### config.mk
export PLATFORM = sky130hd
export DESIGN_NAME = regfile_wb_arbiter
export DESIGN_NICKNAME = d
export VERILOG_FILES = /design/src/rtl/regfile_wb_arbiter.sv
export SDC_FILE = /design/constraint.sdc
export NUM_CORES = 1
export LEC_CHECK = 0
export BUFFER_PORTS_ARGS = -buffer_cell sky130_fd_sc_hd__buf_4
export CAP_MARGIN = 20
export CORE_MARGIN = 10
export CORE_UTILIZATION = 39
export CTS_BUF_LIST = sky130_fd_sc_hd__clkbuf_2 sky130_fd_sc_hd__clkbuf_4 sky130_fd_sc_hd__clkbuf_8
export DETAILED_ROUTE_END_ITERATION = 7
export GPL_TIMING_DRIVEN = 0
export PLACE_DENSITY = 0.61
export SLEW_MARGIN = 15
export SYNTH_ARGS = -nofsm -noshare
export SYNTH_HDL_FRONTEND = slang
export SYNTH_SLANG_ARGS = --single-unit
### constraint.sdc
create_clock -name clk -period 4.19 [get_ports clk]
set_input_delay 0 -clock clk [delete_from_list [all_inputs] [get_ports clk]]
set_output_delay 0 -clock clk [all_outputs]
set_load 0.05 [all_outputs]
### src/rtl/regfile_wb_arbiter.sv
// Arbitrates the single regfile write port between writeback and queued mul/div results,
// with a starvation guard and a pending-write scoreboard. Optional macro: MD_BYPASS_EN.
module regfile_wb_arbiter #(
    parameter int DEPTH      = 2,
    parameter int STARVE_MAX = 4
) (
    input  logic        clk,
    input  logic        reset,
    input  logic        wb_we,
    input  logic [4:0]  wb_wa,
    input  logic [31:0] wb_wd,
    input  logic        md_valid,
    output logic        md_ready,
    input  logic [4:0]  md_wa,
    input  logic [31:0] md_wd,
    input  logic        md_issue,
    input  logic [4:0]  md_issue_wa,
    input  logic [4:0]  chk_ra1,
    input  logic [4:0]  chk_ra2,
    output logic        busy1,
    output logic        busy2,
    output logic        wb_stall,
    output logic        rf_we3,
    output logic [4:0]  rf_wa3,
    output logic [31:0] rf_wd3
);
    localparam int AW = (DEPTH > 1) ? $clog2(DEPTH) : 1;
    localparam int CW = $clog2(STARVE_MAX + 1);

    typedef struct packed {
        logic [4:0]  wa;
        logic [31:0] wd;
    } md_ent_t;

    md_ent_t [DEPTH-1:0] mem;
    md_ent_t             head;
    logic [AW-1:0]       rd_ptr, wr_ptr;
    logic [AW:0]         count;
    logic [31:0]         pending, pend_nxt;
    logic [CW-1:0]       starve, starve_nxt;
    logic                stall_q;
    logic                empty, full, accept, push, pop, byp, byp_wr;

    assign head     = mem[rd_ptr];
    assign empty    = (count == '0);
    assign full     = (count == (AW+1)'(DEPTH));
    assign md_ready = !full && !reset;
    assign accept   = md_valid && md_ready;

`ifdef MD_BYPASS_EN
    // Empty queue and idle port: the result skips the FIFO entirely.
    assign byp = !reset && empty && !wb_we && md_valid;
`else
    assign byp = 1'b0;
`endif
    assign byp_wr = byp && (md_wa != 5'd0);

    // Register 0 results are absorbed without ever reaching the queue.
    assign push = accept && (md_wa != 5'd0) && !byp;
    assign pop  = !reset && !wb_we && !empty;

    always_comb begin
        rf_we3 = 1'b0;
        rf_wa3 = '0;
        rf_wd3 = '0;
        if (!reset) begin
            if (wb_we) begin
                rf_we3 = 1'b1;
                rf_wa3 = wb_wa;
                rf_wd3 = wb_wd;
            end else if (!empty) begin
                rf_we3 = 1'b1;
                rf_wa3 = head.wa;
                rf_wd3 = head.wd;
            end else if (byp_wr) begin
                rf_we3 = 1'b1;
                rf_wa3 = md_wa;
                rf_wd3 = md_wd;
            end
        end
    end

    always_ff @(posedge clk) begin
        if (push) mem[wr_ptr] <= {md_wa, md_wd};
    end

    always_ff @(posedge clk) begin
        if (reset) begin
            rd_ptr <= '0;
            wr_ptr <= '0;
            count  <= '0;
        end else begin
            if (push) wr_ptr <= wr_ptr + AW'(1);
            if (pop)  rd_ptr <= rd_ptr + AW'(1);
            unique case ({push, pop})
                2'b10:   count <= count + (AW+1)'(1);
                2'b01:   count <= count - (AW+1)'(1);
                default: count <= count;
            endcase
        end
    end

    // A new issue to the same register outranks the retiring write.
    always_comb begin
        pend_nxt = pending;
        if (pop)    pend_nxt[head.wa] = 1'b0;
        if (byp_wr) pend_nxt[md_wa]   = 1'b0;
        if (md_issue && (md_issue_wa != 5'd0)) pend_nxt[md_issue_wa] = 1'b1;
    end

    always_ff @(posedge clk) begin
        if (reset) pending <= '0;
        else       pending <= pend_nxt;
    end

    assign busy1 = !reset && pending[chk_ra1];
    assign busy2 = !reset && pending[chk_ra2];

    // Non-empty and not popping means writeback took the port.
    always_comb begin
        starve_nxt = starve;
        if (pop || empty)
            starve_nxt = '0;
        else if (wb_we && (starve != CW'(STARVE_MAX)))
            starve_nxt = starve + CW'(1);
    end

    always_ff @(posedge clk) begin
        if (reset) begin
            starve  <= '0;
            stall_q <= 1'b0;
        end else begin
            starve  <= starve_nxt;
            stall_q <= (starve_nxt == CW'(STARVE_MAX));
        end
    end

    assign wb_stall = stall_q;

endmodule

==> impl_metrics.csv <==
group,metric,value,unit
die,dieArea,18800,µm²
critical_path,cp_slowest_cell,"clkbuf_1",
critical_path,crit_chain,"buf_2, o21ba_2, nand2_1, clkbuf_1, clkbuf_1, inv_1, ha_1, or3_1, a21oi_1",
finish,drive_gt1_frac,0.287,
detailed_routing,ant_nets,0,
yosys,syn_inst,471,
detailed_routing,finalWirelength,15400,µm
finish,finish.instance_area,7410,µm²
finish,diodes,0,
sta,setup_violations,0,
yosys,yosys_register_bits,114,
critical_path,critical-path-top-delay-family,"buffers and inverters",
yosys,mappedNetlistArea,5350,µm²
placed_design,port_buffers,129,
die,io_pins,136,
clock_network,clock_path_buffers,2,
run,cap_violations,0,
power,power_leakage,2.79,nW
yosys,ys_seq_area_frac,0.565,
yosys,ys_warn_count,0,
sta,setup_tns,0,ps
global_route,grt_max_degree,28,
clock_network,cts_buffers,17,
critical_path,critPathArrivalTime,3100,ps
sta,rsz0062_at_grt,"no",
power,powerDensity,363,nW/µm²
critical_path,critPathMaxFanout,10,
power,power_frac_comb,0.193,
critical_path,setup.worst_path.class,"reg2reg",
placed_design,placed_area,6590,µm²
die,fp.coreArea,13300,µm²
detailed_routing,vias,4473,
sta,post-route-period-util,0.658,
finish,nets,764,
sta,finClkSkew,10.8,ps
clock_network,htree_levels,4,
yosys,ys_types,40,
finish,final_common_cell,"buf_4",
power,totalPowerFinal,2.69,mW
finish,most-common-layout-cells,"buf_4, nand2_1, edfxtp_1, o21ai_0, dlygate4sd3_1",
sta,layout_setup_ws,1430,ps
global_route,grt_pass1_vias,4763,
power,p_switching,0.816,mW
clock_network,cts_tree,"yes",
yosys,synth_area_per_cell,11.4,µm²
clock_network,cts.sink_count,114,
sta,hold_slack,15.9,ps
placed_design,place.gp.congestion,0.813,
detailed_routing,drtPass1Iterations,4,
finish,area_growth,38.4,%
detailed_routing,route.detailed.drc,0,
die,start_util,0.401,
global_route,grt_pass1_wl,24300,µm
yosys,synth_fp_nets,568,
sta,max_slew.worst_pin.slew,857,ps
die,die_w,137,µm
global_route,grt_usage,0.165,
critical_path,cp_data_required_time,4540,ps
detailed_routing,wl_per_cell,18.0,µm
yosys,synth-main-ff-cell,"edfxtp_1",
critical_path,cp-start-kind,"register",
power,swShare,0.304,
critical_path,setup.worst_path.end_class,"register",
sta,hold_viol,0,
sta,fmax,363,MHz
clock_network,clockRootBuffer,"clkbuf_8",
placed_design,dpl.hpwl,11200,µm
detailed_routing,drtIter0Drc,241,
sta,slew_viol_final,0,
sta,period_needed,2760,ps
yosys,synth_edf_count,74,
clock_network,clkSlewWorstSetupHoldPaths,70,ps
power,clkPwrFrac,0.342,
finish,nFillCells,1166,
sta,slew_headroom,0.426,
detailed_routing,post_drt_via_cell_ratio,5.23,
clock_network,clk_latency,430,ps
global_route,antenna_found_initial,0,
power,p_seq_frac,0.465,
global_route,grt_overflow,0,
min_path,hold_path.class,"in2reg",
placed_design,dp_slack,1450,ps
die,die_h,137,µm
power,intPower,1.87,mW
critical_path,max_stage_delay,440,ps
critical_path,cpMostUsedCell,"clkbuf_1",
critical_path,crit_buf_inv,4,
status,outcome,"completed",
die,fp-row-count,42,
power,ir_worst_vdd,0.225,mV
yosys,async_flop_share,0,
critical_path,reg2reg_setup_slack,1430,ps
stage by stage:
step / utilization / cells
2_1_floorplan: - / 471
3_3_place_gp: 0.490 / 776
3_5_place_dp: 0.494 / 778
4_1_cts: 0.555 / 855
5_1_grt: 0.555 / 856
6_report: 0.555 / 856
power groups by stage:
stage                     Sequential (mW)  Clock (mW)  Combinational [mW]
after floorplan                      1.27           0               0.295
after global placement               1.27           0               0.469
after detailed placement             1.27           0               0.485
after CTS                            1.25       0.932               0.521
after global routing                 1.25       0.993               0.555
final                                1.25       0.918               0.519
metal layers:
| metal | track usage | up-vias | share of wire |
|---|---|---|---|
| li1 | - | 2140 | - |
| met1 | 0.197 | 2148 | 0.42 |
| met2 | 0.270 | 170 | 0.49 |
| met3 | 0.0609 | 15 | 0.078 |
| met4 | 0.0544 | 0 | 0.014 |
| met5 | 0 | - | 0 |
cells by family (layout without fill, tap and decap cells):
logic type	count (synthesis)	in the layout	share of synthesized area
and+or+nand+nor	127	127	0.108
AOI/OAI and AO/OA	123	123	0.126
DFF	114	114	0.565
muxes	65	65	0.159
buffers and inverters	36	245	0.0292
adders and majority gates	3	3	0.00702
xor gates and xnor gates	3	3	0.00491
layout make-up:
type | instances | area [µm²] | share of cell area
Buffer | 26 | 119 | 0.0160
Clock buffer | 17 | 234 | 0.0316
Clock inverter | 15 | 124 | 0.0167
Inverter | 10 | 37.5 | 0.00507
Multi-Input combinational cell | 321 | 2180 | 0.294
Sequential cell | 114 | 3020 | 0.408
Tap cell | 176 | 220 | 0.0297
Timing Repair Buffer | 177 | 1470 | 0.199
sequential cells by signal, indices dropped and copies added, names as in the netlist:
register	count
starve	3
mem	74
pending	32
rd_ptr	1
count	2
wr_ptr	1
wb_stall	1
path summary, 6_finish.rpt:
kind / startpoint / endpoint / cells past startpoint
worst max-delay path: count[0]$_SDFFE_PP0P_ / count[1]$_SDFFE_PP0P_ / 9
worst min-delay path: reset / pending[0]$_SDFF_PP0_ / 3
worst max register to register: count[0]$_SDFFE_PP0P_ / count[1]$_SDFFE_PP0P_ / 9
worst min register to register: pending[0]$_SDFF_PP0_ / pending[0]$_SDFF_PP0_ / 1
repair_timing:
action                                  4_1_cts  5_1_grt
endpoints found under the setup margin        0        0
gates resized for setup                       0        0
setup buffers                                 0        0
hold endpoints to repair                    100        0
hold buffers                                 45        0
cells in the mapped netlist, types with 2 or more instances:
master | instances | area, µm²
nor2_1 | 11 | 41.3
clkbuf_1 | 13 | 48.8
edfxtp_1 | 74 | 2220
nor3_1 | 3 | 15.0
nand2_1 | 79 | 297
mux2_2 | 7 | 78.8
inv_1 | 10 | 37.5
nor2b_1 | 2 | 12.5
nand3_1 | 9 | 45.0
a31oi_1 | 2 | 12.5
mux4_2 | 9 | 203
or3_1 | 2 | 12.5
o211ai_1 | 6 | 45.0
nand2b_1 | 2 | 12.5
xnor2_1 | 2 | 17.5
and3b_1 | 5 | 43.8
buf_1 | 3 | 11.3
ha_1 | 3 | 37.5
buf_2 | 8 | 40.0
o21ai_0 | 72 | 360
a21oi_1 | 34 | 170
mux2i_1 | 44 | 440
and3_1 | 3 | 18.8
dfxtp_1 | 40 | 801
nor3b_1 | 9 | 67.6
mux4_1 | 5 | 131
worst register-to-register path, stage by stage, from the launching register on:
cell	delay, ps
dfxtp_1	300
buf_2	150
o21ba_2	270
nand2_1	110
clkbuf_1	440
clkbuf_1	410
inv_1	110
ha_1	330
or3_1	400
a21oi_1	160
Power figures use the tool's default switching activity.
